--- src/rtl/fade_pkg.sv ---
// Shared types and helpers for the RGB colour-wheel fader: hue state encoding
// and the state-walk functions used by the top-level FSM.
package fade_pkg;

  typedef enum logic [2:0] {
    GREEN_INC = 3'd0,
    RED_DEC   = 3'd1,
    BLUE_INC  = 3'd2,
    GREEN_DEC = 3'd3,
    RED_INC   = 3'd4,
    BLUE_DEC  = 3'd5
  } state_t;

  function automatic logic is_inc(input state_t s);
    return (s == GREEN_INC) || (s == BLUE_INC) || (s == RED_INC);
  endfunction

  // Hue order wraps from BLUE_DEC back to GREEN_INC.
  function automatic state_t next_hue(input state_t s);
    return (s == BLUE_DEC) ? GREEN_INC : state_t'(s + 3'd1);
  endfunction

endpackage

--- src/rtl/pwm_channel.sv ---
// One PWM output pin: on while the shared counter is below the duty.
// Polarity is active-low unless RGB_ACTIVE_HIGH_EN is defined.
module pwm_channel #(
  parameter int W = 10
) (
  input  logic [W-1:0] counter,
  input  logic [W-1:0] duty,
  output logic         pin
);

  logic on;

  assign on = (counter < duty);

`ifdef RGB_ACTIVE_HIGH_EN
  assign pin = on;
`else
  assign pin = ~on;
`endif

endmodule

--- src/rtl/rgb_fade_top.sv ---
// Colour-wheel fader for one RGB LED: six-state hue FSM, step timer, shared PWM
// counter and three pwm_channel pins. Build option RGB_ACTIVE_HIGH_EN inverts pins.
module rgb_fade_top
  import fade_pkg::*;
#(
  parameter int PWM_INTERVAL  = 1000,
  parameter int STEP_INTERVAL = 10000,
  parameter int STEP_SIZE     = 5
) (
  input  logic clk,
  input  logic rst_n,
  output logic RGB_R,
  output logic RGB_G,
  output logic RGB_B
);

  localparam int PW = $clog2(PWM_INTERVAL + 1);
  localparam int SW = (STEP_INTERVAL > 1) ? $clog2(STEP_INTERVAL) : 1;

  localparam logic [PW-1:0] FULL      = PW'(PWM_INTERVAL);
  localparam logic [PW-1:0] PWM_LAST  = PW'(PWM_INTERVAL - 1);
  localparam logic [SW-1:0] STEP_LAST = SW'(STEP_INTERVAL - 1);
  localparam logic [PW:0]   STEP_EXT  = (PW+1)'(STEP_SIZE);

  state_t        current_state;
  logic [PW-1:0] pwm_value;
  logic [PW-1:0] pwm_cnt;
  logic [SW-1:0] step_cnt;
  logic          tick;
  logic [PW-1:0] duty_r, duty_g, duty_b;

  // Sums are formed one bit wider so the saturation test cannot wrap.
  function automatic logic up_done(input logic [PW-1:0] v);
    logic [PW:0] s;
    s = {1'b0, v} + STEP_EXT;
    return s >= {1'b0, FULL};
  endfunction

  function automatic logic [PW-1:0] ramp_up(input logic [PW-1:0] v);
    logic [PW:0] s;
    s = {1'b0, v} + STEP_EXT;
    return up_done(v) ? FULL : s[PW-1:0];
  endfunction

  function automatic logic down_done(input logic [PW-1:0] v);
    return {1'b0, v} <= STEP_EXT;
  endfunction

  function automatic logic [PW-1:0] ramp_down(input logic [PW-1:0] v);
    return down_done(v) ? '0 : (v - STEP_EXT[PW-1:0]);
  endfunction

  assign tick = (step_cnt == STEP_LAST);

  always_ff @(posedge clk) begin
    if (!rst_n) begin
      current_state <= GREEN_INC;
      pwm_value     <= '0;
      step_cnt      <= '0;
      pwm_cnt       <= '0;
    end else begin
      pwm_cnt  <= (pwm_cnt == PWM_LAST) ? '0 : pwm_cnt + 1'b1;
      step_cnt <= tick ? '0 : step_cnt + 1'b1;
      if (tick) begin
        if (is_inc(current_state)) begin
          pwm_value <= ramp_up(pwm_value);
          if (up_done(pwm_value)) current_state <= next_hue(current_state);
        end else begin
          pwm_value <= ramp_down(pwm_value);
          if (down_done(pwm_value)) current_state <= next_hue(current_state);
        end
      end
    end
  end

  // Exactly one channel ramps per state; the others are held at full or off.
  always_comb begin
    duty_r = '0;
    duty_g = '0;
    duty_b = '0;
    case (current_state)
      GREEN_INC: begin duty_r = FULL;      duty_g = pwm_value; end
      RED_DEC:   begin duty_r = pwm_value; duty_g = FULL;      end
      BLUE_INC:  begin duty_g = FULL;      duty_b = pwm_value; end
      GREEN_DEC: begin duty_g = pwm_value; duty_b = FULL;      end
      RED_INC:   begin duty_r = pwm_value; duty_b = FULL;      end
      BLUE_DEC:  begin duty_r = FULL;      duty_b = pwm_value; end
      default:   begin duty_r = '0;        duty_g = '0;        end
    endcase
  end

  pwm_channel #(.W(PW)) u_red   (.counter(pwm_cnt), .duty(duty_r), .pin(RGB_R));
  pwm_channel #(.W(PW)) u_green (.counter(pwm_cnt), .duty(duty_g), .pin(RGB_G));
  pwm_channel #(.W(PW)) u_blue  (.counter(pwm_cnt), .duty(duty_b), .pin(RGB_B));

endmodule

--- config.mk ---
export PLATFORM = sky130hd
export DESIGN_NAME = rgb_fade_top
export DESIGN_NICKNAME = d
export VERILOG_FILES = /design/src/rtl/fade_pkg.sv /design/src/rtl/pwm_channel.sv /design/src/rtl/rgb_fade_top.sv
export SDC_FILE = /design/constraint.sdc
export NUM_CORES = 1
export LEC_CHECK = 0
export ABC_AREA = 1
export BUFFER_PORTS_ARGS = -buffer_cell sky130_fd_sc_hd__buf_2
export CORE_ASPECT_RATIO = 1.25
export CORE_MARGIN = 3
export CORE_UTILIZATION = 30
export CTS_CLUSTER_SIZE = 24
export DETAILED_ROUTE_END_ITERATION = 6
export GPL_ROUTABILITY_DRIVEN = 0
export HOLD_SLACK_MARGIN = 0.08
export SLEW_MARGIN = 20
export SYNTH_ARGS = -nofsm -noshare
export SYNTH_HDL_FRONTEND = slang
export SYNTH_SLANG_ARGS = --single-unit
--- constraint.sdc ---
create_clock -name clk -period 3.4 [get_ports clk]
set_input_delay 0.51 -clock clk [delete_from_list [all_inputs] [get_ports clk]]
set_output_delay 0.51 -clock clk [all_outputs]
set_load 0.01 [all_outputs]
# Word level (Yosys, flattened, before mapping)
# Cells that the tools add are included.
dict set report totals {
  regBits 37
  inputBits 2
  output_inout_bits 3
  word_cells 49
}
dict set report op_classes {
  add_sub_neg 5
  magnitude_cmp 5
  eq_ne 8
  muxes 10
  bitwise 4
  n_reduce_logical 13
}
# cell count
set ops {}
lappend ops {{10-bit case mux with 2 select lines} 3}
lappend ops {{10-bit < comparator} 3}
lappend ops {{10-bit two-way mux} 3}
lappend ops {{2-bit OR reduction} 8}
lappend ops {{14-bit by 1-bit adder with 14-bit output (second input constant)} 1}
lappend ops {{14-bit == test (second input constant)} 1}
lappend ops {{3-bit two-way mux} 4}
lappend ops {{10-bit by 3-bit adder with 11-bit output (second input constant)} 1}
lappend ops {{11-bit by 10-bit greater-or-equal comparator with 1-bit output (second input constant)} 1}
lappend ops {{10-bit by 1-bit adder with 10-bit output (second input constant)} 1}
lappend ops {{10-bit == test (second input constant)} 1}
lappend ops {{10-bit by 3-bit <= comparator with 1-bit output (second input constant)} 1}
lappend ops {{10-bit by 3-bit subtractor with 10-bit output (second input constant)} 1}
lappend ops {{3-bit by 2-bit == test with 1-bit output (second input constant)} 2}
lappend ops {{3-bit == test (second input constant)} 2}
lappend ops {{1-bit NOT} 4}
lappend ops {{3-bit by 1-bit adder with 3-bit output (second input constant)} 1}
lappend ops {{3-bit by 1-bit == test with 1-bit output (second input constant)} 1}
lappend ops {{3-bit logical NOT} 1}
lappend ops {{3-bit AND reduction} 1}
lappend ops {{1-bit logical OR} 2}
lappend ops {{2-bit by 1-bit inequality test with 1-bit output (second input constant)} 1}
lappend ops {{2-bit nonzero test} 1}

# Depth between registers and ports, before layout
dict set report logic_depth {
  word_depth 5
  depth_mapped 15
  depth_no_buf 15
}

# By module
# Synthesis repeated with hierarchy kept, for this count alone.
dict set report unflattened {
  hier_cells 505
  hier_area_um2 3176.8
}
# module instances cells_each area_each_um2 seq_area_each_um2
set modules_own_cells {}
lappend modules_own_cells {rgb_fade_top 1 373 2411.1 740.7}
lappend modules_own_cells {pwm_channel 3 44 255.2 0.0}

# Worst setup path after synthesis
# OpenSTA, ideal clock, no wires.
dict set report synth_path {
  kind {flip-flop to output port}
  start {register current_state[1]}
  end {output RGB_R}
  arrival_time_ns 1.962
  t_required_ns 2.890
  path_slack_ns 0.928
  path_stages_with_launch 12
  path_buffers 0
  cell_sequence {dfxtp_1 > nor2_1 > nand2_1 > nand2_1 > a21oi_1 > ha_1 > nand2_1 > inv_1 > o21ai_0 > a21oi_1 > a2111oi_0 > o31ai_1}
}
dict set report synth_via {
  elab_chain_len 5
  word_cells_on_any_way 9
  cone_classes {order compare: 1; eq/ne: 3; mux: 1; bitwise: 1; reduce/logical: 3}
}
# item line_no
set synth_rtl {}
lappend synth_rtl {{start: declaration} rgb_fade_top.sv:25} ;# state_t current_state;
lappend synth_rtl {{start signal: assignment} rgb_fade_top.sv:67} ;# if (up_done(pwm_value)) current_state <= next_hue(current_state);
lappend synth_rtl {{start signal: assignment} rgb_fade_top.sv:70} ;# if (down_done(pwm_value)) current_state <= next_hue(current_state);
lappend synth_rtl {{3-bit == test (tied with other cells)} rgb_fade_top.sv:81} ;# case (current_state)
lappend synth_rtl {{2-bit OR reduction (no line)} --}
lappend synth_rtl {{10-bit case mux with 2 select lines (*)} rgb_fade_top.sv:81}
lappend synth_rtl {{10-bit < comparator (*)} pwm_channel.sv:13} ;# assign on = (counter < duty);
lappend synth_rtl {{1-bit NOT (*)} pwm_channel.sv:18} ;# assign pin = ~on;
lappend synth_rtl {{end: declaration} rgb_fade_top.sv:12} ;# output logic RGB_R,
# Mark *: on every way between the ends. The rest lies on a longest branch, timed or not.

# Final worst setup path
dict set report layout_path {
  start {register current_state[0]}
  end {output RGB_G}
}
dict set report layout_via {
  elab_chain_len 5
  word_cells_on_any_way 9
  cone_classes {order compare: 1; eq/ne: 3; mux: 1; bitwise: 1; reduce/logical: 3}
}
# item line_no
set layout_rtl {}
lappend layout_rtl {{3-bit by 2-bit == test with 1-bit output (tied with other cells)} rgb_fade_top.sv:81}
lappend layout_rtl {{2-bit OR reduction (no line)} --}
lappend layout_rtl {{10-bit case mux with 2 select lines (*)} rgb_fade_top.sv:81}
lappend layout_rtl {{10-bit < comparator (*)} pwm_channel.sv:13}
lappend layout_rtl {{1-bit NOT (*)} pwm_channel.sv:18}
lappend layout_rtl {{end: declaration} rgb_fade_top.sv:13} ;# output logic RGB_G,
# Marks and branches as above.

==> results.sh <==
export IMPL_status="finished, final reports clean"
export IMPL_drt_iter0_drc=225
export IMPL_clockPowerShare_pct=52.6
export IMPL_die_y_um=119
export IMPL_peakVddDrop_mv=0.233
export IMPL_syn_area_mm2=0.00307
export IMPL_numCtsBuffers=5
export IMPL_mostFrequentLayoutCells="nand2_1, inv_1, a21oi_1, nor2_1, dfxtp_1"
export IMPL_finalSetupTns_ns=0
export IMPL_rsz0062_at_grt="false"
export IMPL_p_switching_uw=215
export IMPL_path_clk_slew_ns=0.06
export IMPL_viasPerCell=4.99
export IMPL_cts_sinks=37
export IMPL_syn_inst=444
export IMPL_antenna_left=0
export IMPL_max_slew_margin_pct=52.9
export IMPL_cts_root_buf="clkbuf_16"
export IMPL_layout_nets=479
export IMPL_ff2ff_setup_slack_ns=1.34
export IMPL_start_kind="flop"
export IMPL_syn2layout_area_growth_pct=8.26
export IMPL_synth_edff_count=0
export IMPL_ys_flop_type="dfxtp_1"
export IMPL_worst_path_max_fanout=6
export IMPL_drive_gt1_share_pct=10.3
export IMPL_antenna_cells=0
export IMPL_htreeDepth=2
export IMPL_p_int_uw=824
export IMPL_synth_yosys_seq_area_share_pct=24.1
export IMPL_seqPwrFrac_pct=43.0
export IMPL_vias=2847
export IMPL_reg2reg_to="step_cnt[11]$_SDFF_PP0_"
export IMPL_grt_antenna_before_repair=0
export IMPL_cts_hold_buf=0
export IMPL_post_route_period_util_pct=91.2
export IMPL_cp_end_kind="output pin"
export IMPL_fin_worst_skew_ns=0.00634
export IMPL_comb_power_share_pct=4.4
export IMPL_endpoint="RGB_G"
export IMPL_slew_violations=0
export IMPL_critical_path_arrival_ns=2.59
export IMPL_drc=0
export IMPL_dieWidth_um=96.5
export IMPL_insertion_delay_ns=0.28
export IMPL_rows=40
export IMPL_layout_commonest_cell="nand2_1"
export IMPL_cts_buffer_depth=2
export IMPL_synthesis_nets=479
export IMPL_critPathKind="reg2out"
export IMPL_reg2regPathDepth=10
export IMPL_cts_tree="built"
export IMPL_ios=5
export IMPL_tightest_slew_ns=0.700
export IMPL_max_freq_mhz=323
export IMPL_post_cts_setup_buffer_count=0
export IMPL_grt_pass1_vias=2712
export IMPL_grt_use_total_pct=13.2
export IMPL_coreArea_mm2=0.00981
export IMPL_place_port_buffers=4
export IMPL_fin_crit_ns=3.10
export IMPL_switching_share_pct=20.7
export IMPL_routed_wl_mm=7.12
export IMPL_fillers=1079
export IMPL_yosysUniqueCellTypes=43
export IMPL_min_path_type="reg2reg"
export IMPL_final_hold_violation_count=0
export IMPL_powerDensity_mw_per_mm2=312
export IMPL_ys_seq_elements=37
export IMPL_grt_start_max_net_pins=18
export IMPL_initial_core_util_pct=31.3
export IMPL_rr_startpoint="step_cnt[0]$_SDFF_PP0_"
export IMPL_leakagePower_uw=0.00146
export IMPL_cts_resized=0
export IMPL_yosysWarnings=0
export IMPL_final_seq_area_um2=741
export IMPL_critical_path_startpoint="current_state[0]$_SDFFE_PN0P_"
export IMPL_maxCapViolCount=0
export IMPL_worstPathRequired_ns=2.89
export IMPL_setup_viol=0
export IMPL_ys_async_sr_fraction_pct=0
export IMPL_power_total_uw=1040
export IMPL_drt_wirelength_per_cell_um=12.5
export IMPL_dpl_hpwl_mm=5.49
export IMPL_multiInputGateArea_mm2=0.00202
export IMPL_grt_pass1_wl_mm=12.2
export IMPL_syn_avg_cell_area_um2=6.92
export IMPL_first_pass_iters=6
export IMPL_gr_total_overflow=0
export IMPL_dieArea_mm2=0.0115
-- Yosys cell counts (2+ instances only) --
library cell | n | area share, %
nor3_1 | 13 | 2.1
nand3_1 | 30 | 4.9
inv_2 | 9 | 1.1
nor2_4 | 6 | 2.2
nor2_1 | 43 | 5.3
nand2_2 | 4 | 0.81
nand3_4 | 2 | 1.1
dfxtp_1 | 37 | 24
o21ai_0 | 24 | 3.9
xor2_1 | 5 | 1.4
o211ai_1 | 3 | 0.73
buf_2 | 2 | 0.33
inv_1 | 49 | 6.0
nand2_4 | 2 | 0.73
buf_4 | 3 | 0.73
nand4_1 | 6 | 1.2
nor3b_1 | 3 | 0.73
ha_1 | 33 | 13
buf_6 | 5 | 1.8
a21oi_1 | 45 | 7.3
a31oi_1 | 4 | 0.81
o21ai_1 | 5 | 0.81
or2_2 | 3 | 0.61
nor2_8 | 2 | 1.3
o31ai_1 | 2 | 0.49
nand2_1 | 87 | 11
-- worst min path at each step --
| stage | slack (ns) | from | depth (start not counted) | to |
|---|---|---|---|---|
| finish | 0.45 | step_cnt[0]$_SDFF_PP0_ | 1 | step_cnt[0]$_SDFF_PP0_ |
| global route | 0.51 | step_cnt[0]$_SDFF_PP0_ | 1 | step_cnt[0]$_SDFF_PP0_ |
| CTS | 0.45 | step_cnt[0]$_SDFF_PP0_ | 1 | step_cnt[0]$_SDFF_PP0_ |
| detailed placement | 0.44 | step_cnt[0]$_SDFF_PP0_ | 1 | step_cnt[0]$_SDFF_PP0_ |
| global placement | 0.43 | step_cnt[0]$_SDFF_PP0_ | 1 | step_cnt[0]$_SDFF_PP0_ |
| floorplan | 0.42 | step_cnt[0]$_SDFF_PP0_ | 1 | step_cnt[0]$_SDFF_PP0_ |
-- through the flow --
stage / utilization (%) / setup slack, ns / area [µm²] / hold WS (ns) / std cells
5_1_grt: 33.9 / 0.00391 / 3330 / 0.511 / 571
6_report: 33.9 / 0.300 / 3330 / 0.453 / 571
2_1_floorplan: - / 0.928 / 3070 / 0.418 / 444
3_5_place_dp: 32.2 / 0.616 / 3160 / 0.442 / 563
3_3_place_gp: 32.2 / 0.683 / 3160 / 0.431 / 563
4_1_cts: 33.9 / 0.307 / 3330 / 0.454 / 571
-- routing by layer --
layer	vias up	part of all wire, %	track usage, %
li1	1491	-	-
met1	1301	47	16.6
met2	43	48	21.6
met3	12	2.4	2.15
met4	0	2.7	6.05
met5	-	0	0
-- power groups by stage --
stage                     Clock [µW]  Sequential, µW  Combinational, µW
after floorplan                    0             454               33.6
after CTS                        558             447               47.3
after global routing             571             448               54.4
after global placement             0             456               45.8
final                            546             447               46.1
after detailed placement           0             456               47.0
-- flip-flops by register name, summed over array words and instances (netlist names) --
signal,count
pwm_cnt,10
current_state,3
step_cnt,14
pwm_value,10
-- final cells by class --
type,count,share of cell area (%)
multi-input cells,337,60.6
repair buffers,4,0.602
clock inverters,1,0.902
clock buffers,7,4.29
well taps,126,4.74
flip-flops and latches,37,22.3
inverters,59,6.65
-- critical path: stages (launching register included) --
cell	delay [ns]
dfxtp_1	0.35
inv_2	0.08
nand2_1	0.07
o21ai_0	0.57
a21oi_1	0.09
ha_1	0.32
nand2_1	0.06
inv_1	0.03
o21ai_0	0.16
nand2_1	0.08
o211ai_1	0.17
nand2_1	0.07
nand3_1	0.07
nand2_1	0.05
buf_2	0.13
-- kinds of logic after synthesis --
family / Yosys count / share of synthesized area [%]
buffers and inverters: 70 / 10.3
DFF: 37 / 24.1
adders and majority gates: 33 / 13.4
and+or+nand+nor: 209 / 34.4
AOI/OAI and AO/OA: 89 / 15.8
xor gates and xnor gates: 6 / 1.95
Note: power is estimated with default switching activity, not from simulation.
